==> config.mk <==
export PLATFORM = sky130hd
export DESIGN_NAME = regfile_wb_ctrl
export DESIGN_NICKNAME = d
export VERILOG_FILES = /design/src/rtl/regfile_pkg.sv /design/src/rtl/wb_fifo.sv /design/src/rtl/regfile_wb_ctrl.sv
export SDC_FILE = /design/constraint.sdc
export NUM_CORES = 1
export LEC_CHECK = 0
export ABC_AREA = 1
export CAP_MARGIN = 10
export CORE_AREA = 5 5 174 176
export CTS_CLUSTER_DIAMETER = 40
export DETAILED_ROUTE_END_ITERATION = 10
export DIE_AREA = 0 0 179 181
export GPL_TIMING_DRIVEN = 1
export SLEW_MARGIN = 20
export SYNTH_ARGS = -nofsm -noshare
export SYNTH_HDL_FRONTEND = slang
export SYNTH_SLANG_ARGS = --single-unit
==> constraint.sdc <==
create_clock -name clk -period 2.5 [get_ports clk]
set_clock_uncertainty 0.1 [all_clocks]
set_input_delay 0.5 -clock clk [delete_from_list [all_inputs] [get_ports clk]]
set_output_delay 0.5 -clock clk [all_outputs]
set_load 0.02 [all_outputs]
==> src/rtl/regfile_pkg.sv <==
// ============================================================================
// Module      : regfile_pkg
// Description : Shared constants and helpers for the register-file write side.
// Revision    : 1.0 - initial release
// ============================================================================
`default_nettype none

package regfile_pkg;

    localparam int N_REG      = 32;
    localparam int REG_ADDR_W = 5;

    // One-hot register select; x0 is hardwired and never gets a bit.
    function automatic logic [N_REG-1:0] reg_onehot(input logic [REG_ADDR_W-1:0] addr);
        logic [N_REG-1:0] v;
        v = '0;
        if (addr != '0) v[addr] = 1'b1;
        return v;
    endfunction

endpackage

`default_nettype wire

==> src/rtl/wb_fifo.sv <==
// ============================================================================
// Module      : wb_fifo
// Description : Synchronous single-clock FIFO holding pending load results.
// Revision    : 1.0 - initial release
// ============================================================================
`default_nettype none

module wb_fifo #(
    parameter int DEPTH = 4,
    parameter int WIDTH = 21
) (
    input  logic                       clk,
    input  logic                       srst,
    input  logic                       push,
    input  logic                       pop,
    input  logic [WIDTH-1:0]           wdata,
    output logic [WIDTH-1:0]           rdata,
    output logic                       full,
    output logic                       empty,
    output logic [$clog2(DEPTH):0]     count
);

    localparam int c_PTR_W = $clog2(DEPTH);

    logic [WIDTH-1:0]   r_mem [DEPTH];
    logic [c_PTR_W-1:0] r_wr_ptr;
    logic [c_PTR_W-1:0] r_rd_ptr;
    logic [c_PTR_W:0]   r_count;
    logic               w_push_ok;
    logic               w_pop_ok;

    assign full      = (r_count == (c_PTR_W+1)'(DEPTH));
    assign empty     = (r_count == '0);
    assign count     = r_count;
    assign rdata     = r_mem[r_rd_ptr];
    assign w_push_ok = push & ~full;
    assign w_pop_ok  = pop & ~empty;

    // Storage is left unreset; only pointers and count define validity.
    always_ff @(posedge clk) begin
        if (w_push_ok) r_mem[r_wr_ptr] <= wdata;
    end

    // Power-of-2 depth lets the pointers wrap by natural overflow.
    always_ff @(posedge clk) begin
        if (srst) begin
            r_wr_ptr <= '0;
            r_rd_ptr <= '0;
            r_count  <= '0;
        end else begin
            if (w_push_ok) r_wr_ptr <= r_wr_ptr + 1'b1;
            if (w_pop_ok)  r_rd_ptr <= r_rd_ptr + 1'b1;
            case ({w_push_ok, w_pop_ok})
                2'b10:   r_count <= r_count + 1'b1;
                2'b01:   r_count <= r_count - 1'b1;
                default: r_count <= r_count;
            endcase
        end
    end

endmodule

`default_nettype wire

==> src/rtl/regfile_wb_ctrl.sv <==
// ============================================================================
// Module      : regfile_wb_ctrl
// Description : Merges ALU and load results onto the register-file write port
//               and tracks pending loads. REGFILE_WB_BYPASS_EN lets a load
//               skip the empty FIFO when the port is idle.
// Revision    : 1.0 - initial release
// ============================================================================
`default_nettype none

module regfile_wb_ctrl
    import regfile_pkg::*;
#(
    parameter int DATA_W     = 16,
    parameter int FIFO_DEPTH = 4
) (
    input  logic                  clk,
    input  logic                  srst,
    input  logic                  alu_valid,
    input  logic [4:0]            alu_waddr,
    input  logic [DATA_W-1:0]     alu_wdata,
    input  logic                  mem_valid,
    output logic                  mem_ready,
    input  logic [4:0]            mem_waddr,
    input  logic [DATA_W-1:0]     mem_wdata,
    input  logic                  load_issue,
    input  logic [4:0]            load_issue_addr,
    input  logic [4:0]            raddr_1,
    input  logic [4:0]            raddr_2,
    output logic                  haz_1,
    output logic                  haz_2,
    output logic [31:0]           pend_mask,
    output logic                  reg_write,
    output logic [4:0]            waddr,
    output logic [DATA_W-1:0]     wdata
);

    // Declared here because its data width comes from this instance.
    typedef struct packed {
        logic [REG_ADDR_W-1:0] addr;
        logic [DATA_W-1:0]     data;
    } wb_req_t;

    localparam int c_CNT_W = $clog2(FIFO_DEPTH) + 1;

    wb_req_t              w_mem_req;
    wb_req_t              w_head;
    wb_req_t              w_sel;
    logic                 w_sel_valid;
    logic                 w_sel_load;
    logic                 w_mem_acc;
    logic                 w_bypass;
    logic                 w_push;
    logic                 w_pop;
    logic                 w_full;
    logic                 w_empty;
    logic [c_CNT_W-1:0]   w_count;
    logic [N_REG-1:0]     w_pend_set;
    logic [N_REG-1:0]     w_pend_clr;

    logic                 r_reg_write;
    logic [4:0]           r_waddr;
    logic [DATA_W-1:0]    r_wdata;
    logic [N_REG-1:0]     r_pend;

    assign w_mem_req = '{addr: mem_waddr, data: mem_wdata};
    assign mem_ready = ~srst & (w_count < c_CNT_W'(FIFO_DEPTH));
    assign w_mem_acc = mem_valid & mem_ready;

`ifdef REGFILE_WB_BYPASS_EN
    assign w_bypass = w_mem_acc & w_empty & ~alu_valid;
`else
    assign w_bypass = 1'b0;
`endif

    assign w_push = w_mem_acc & ~w_bypass;
    assign w_pop  = ~alu_valid & ~w_empty;

    wb_fifo #(
        .DEPTH (FIFO_DEPTH),
        .WIDTH ($bits(wb_req_t))
    ) u_fifo (
        .clk   (clk),
        .srst  (srst),
        .push  (w_push),
        .pop   (w_pop),
        .wdata (w_mem_req),
        .rdata (w_head),
        .full  (w_full),
        .empty (w_empty),
        .count (w_count)
    );

    // ALU owns the port; otherwise the FIFO head, otherwise a bypassed load.
    always_comb begin
        w_sel       = '0;
        w_sel_valid = 1'b0;
        w_sel_load  = 1'b0;
        if (alu_valid) begin
            w_sel       = '{addr: alu_waddr, data: alu_wdata};
            w_sel_valid = 1'b1;
        end else if (w_pop) begin
            w_sel       = w_head;
            w_sel_valid = 1'b1;
            w_sel_load  = 1'b1;
        end else if (w_bypass) begin
            w_sel       = w_mem_req;
            w_sel_valid = 1'b1;
            w_sel_load  = 1'b1;
        end
    end

    assign w_pend_set = load_issue ? reg_onehot(load_issue_addr) : '0;
    assign w_pend_clr = w_sel_load ? reg_onehot(w_sel.addr) : '0;

    always_ff @(posedge clk) begin
        if (srst) begin
            r_reg_write <= 1'b0;
            r_waddr     <= '0;
            r_wdata     <= '0;
            r_pend      <= '0;
        end else begin
            // x0 writes are consumed but never reach the register file.
            r_reg_write <= w_sel_valid & (w_sel.addr != '0);
            if (w_sel_valid) begin
                r_waddr <= w_sel.addr;
                r_wdata <= w_sel.data;
            end
            r_pend <= (r_pend & ~w_pend_clr) | w_pend_set;
        end
    end

    assign reg_write = r_reg_write;
    assign waddr     = r_waddr;
    assign wdata     = r_wdata;
    assign pend_mask = r_pend;
    assign haz_1     = r_pend[raddr_1] & (raddr_1 != '0);
    assign haz_2     = r_pend[raddr_2] & (raddr_2 != '0);

endmodule

`default_nettype wire
==> results of run 1 <==
cell type report:
class / count / share of cell area [%]
antenna: 1 / 0.02706
clock inverter: 11 / 1.677
clock buffer: 20 / 4.721
multi-input combinational: 501 / 26.98
tap: 384 / 5.195
sequential: 147 / 40.91
timing repair buffer: 165 / 17.74
inverter: 66 / 2.760
final timing paths:
kind / startpoint / end / cells past startpoint
hold / removal: u_fifo.r_rd_ptr[1] / flop / 2
hold reg to reg: u_fifo.r_rd_ptr[1] / flop / 2
setup reg to reg: flop / pend_mask[21] / 11
setup / recovery: raddr_2[0] / haz_2 / 10
critical path, cell delays in order:
cell,delay [ns]
dlygate4sd2_1,0.27
buf_12,0.17
inv_2,0.09
nor2_1,0.04
o21ai_0,0.17
nand3_1,0.09
nand3_1,0.09
nand2_1,0.05
o21ai_1,0.16
buf_4,0.17
cell usage in the layout (no fill, tap or decap), drive strengths merged, types with 16 or more instances in the layout:
cell,netlist,routed
nand3,29,29
buf,18,49
clkdlybuf4s50,0,110
a21oi,61,61
nor2,68,68
dfxtp,63,63
nand2,194,194
edfxtp,84,84
inv,66,69
clkbuf,18,21
o22ai,16,16
o21ai,87,87
per-stage QoR:
stage               hold WS [ns]  TNS, ns  utilization [%]
finish                    0.3689        0            32.49
global route              0.3833        0            32.48
CTS                       0.3727        0            32.47
detailed placement        0.3617   -1.172            30.32
global placement          0.3528   -1.231            30.32
floorplan                 0.3363   -14.24                -
metal layers:
metal  GRT usage [%]  routed length (um)  share of wire, %  up-vias
li1                -                   -                 -     2843
met5               0                   0                 0        -
met1           15.51                8780                45     2645
met4           3.439                 314               1.6        0
met3           3.930                1571               8.0       21
met2           19.75                9021                46      205
sequential cells by signal, summed over array words and instances, names as in the netlist, named ones only:
signal           count
u_fifo.r_rd_ptr      2
u_fifo.count         3
waddr                5
u_fifo.r_mem        84
reg_write            1
u_fifo.r_wr_ptr      2
pend_mask           32
wdata               16
cell families after synthesis:
group                      after synthesis  share of synthesized area [%]
xor gates and xnor gates                 1                         0.1307
AOI/OAI and AO/OA                      190                          15.75
DFF                                    147                          56.44
and+or+nand+nor                        304                          19.88
adders and majority gates                6                          1.232
buffers and inverters                  102                          6.570
power by group through the flow:
stage	Combinational [mW]	Clock, mW	Sequential, mW
final	1.98	2.58	2.85
after global routing	2.20	2.73	2.87
after CTS	2.02	2.62	2.85
after detailed placement	2.00	0	2.90
after global placement	1.98	0	2.90
after floorplan	1.21	0	2.96
timing repair:
item | CTS | global route
cloned | 1 | 0
buffers inserted | 0 | 0
hold endpoints to repair | 0 | 0
endpoints found under the setup margin | 2 | 2
resized for setup | 18 | 3
synthesized netlist by cell type (3+ instances only):
master / count / area [sq um]
nand2_1: 180 / 675.7
edfxtp_1: 84 / 2522
o21ai_0: 78 / 390.4
dfxtp_1: 63 / 1261
inv_1: 59 / 221.5
a21oi_1: 57 / 285.3
nor2_1: 57 / 214.0
nand3_1: 26 / 130.1
clkbuf_1: 18 / 67.56
o22ai_1: 16 / 100.1
a31oi_1: 14 / 87.58
buf_2: 13 / 65.06
nor3_1: 12 / 60.06
nand2_2: 10 / 62.56
o211ai_1: 10 / 75.07
o21ai_1: 9 / 45.04
nor2_4: 8 / 90.09
ha_1: 5 / 62.56
inv_2: 5 / 18.77
buf_6: 4 / 45.04
nand2_4: 4 / 45.04
a21oi_4: 3 / 48.80
nand3_2: 3 / 30.03
nor2_2: 3 / 18.77
==> impl_results.md, run 1 <==
* GR Overflow Total at 0
* Peak VDD IR at ~0.49 mV
* Die Area at 32400 sq um
* CTS Buf Count at 17
* Row count at 62
* Final Cell Area at 9249 sq um
* Syn_nets at approximately 820
* Synthesis-stage register bit count at 147
* Synthesis warning total at 0
* Post-route minimum period at 2.396 ns
* Max cap viols at 0
* Comb pwr share at between 20% and 30%
* Post-synth EDFFs at 84
* Placed Area at 8631 sq um
* Total power at 7.412 mW
* Vias at ~5700
* PD cells at 801.4 nW/um^2
* Post-DRT Antenna Nets at 0
* Clk buf depth at 2
* Hold Vio Cnt, Final at 0
* Static Leak at ~3.4 nW
* WP data arrival at 1.80 ns
* Endpoints failing setup at 0
* Fmax at 417.4 MHz
* Main synth FF type: edfxtp_1
* Clk slew on worst S/H paths at 0.06 ns
* Starting DRT DRC Count at 412
* Fin crit share at 95.84%
* Clock latency on the worst-skew pair at 0.42 ns
* Switch share at between 30 and 40%
* NetSw at 2.373 mW
* Worst Setup Path Type: in -> out
* Number of iterations in the first detailed-routing pass at 5
* Width of the die at 179 um
* Setup ws final at 0.1040 ns
* RSZ-0062 raised after global routing: false
* Worst Hold Class: reg -> reg
* Layout Cells excl Fill at 1295
* First-pass GRT wire length at 30610 um
* Area grow syn2layout at 37.96%
* Place WS at -0.6339 ns
* Headroom to the max-slew limit at 61.79%
* Synthesized instance count at between 700 and 800
* Sequential Area at between 3000 and 4000 sq um
* Total wire length at a little under 20000 um
* CP Max Fanout at 29
* # placed instances at 1262
* GP Congestion at 0.8775
* Core Region at around 28000 sq um
* Initial antenna violation count at 1
* Hold_buf cts at 0
* Async SR Flop Fraction at 0%
* Worst Tran Pin Value at 0.5732 ns
* Nets at 966
* Clk sinks at 147
* Root Buffer: clkbuf_16
* CP Launch Type: input port
* Largest net degree at the start of global routing at 52
* CP endpoint kind: output pin
* Io pins at around 120
* CTS tree: done
* All-Layer GR Usage at 12.17%
* DR WL/cell at 15.20 um
* Vias in the first global route at approximately 5600
* Internal at 5.039 mW
* CTS H-tree depth at 4
* Fillers at 2947
* DR vias/cell at between 4 and 5
* Avg Synthesized Cell Area at 8.939 sq um
* Max-slew violations at 0
* Buffers added on ports at roughly 120
* Cell Area, Synth at 6704 sq um
* R2R Setup Slk at 0.51 ns
* Multi-input gate area at between 2000 and 2500 sq um
* Status: finished clean
* Initial Util at about a quarter
* Clock share of power at about a third
* Die Span Y at 181 um
* Sequential share of power at roughly two fifths
* Critical Path RT at 1.90 ns
* Post-synth cell types at 32
* DRC errors left at 0
* Seq/Total Area, Yosys at a little under three fifths
* Detailed-placement wirelength estimate at between 10000 and 15000 um
* Layout cells sized above 1 at 13.63%
Note: power is estimated with default switching activity, not from simulation.
==> run 2, diff against run 1 <==
Settings changed: CTS_CLUSTER_SIZE set to 20.
==> results of run 2 <==
Final layout, timing and power as in run 1 (identical DEF).
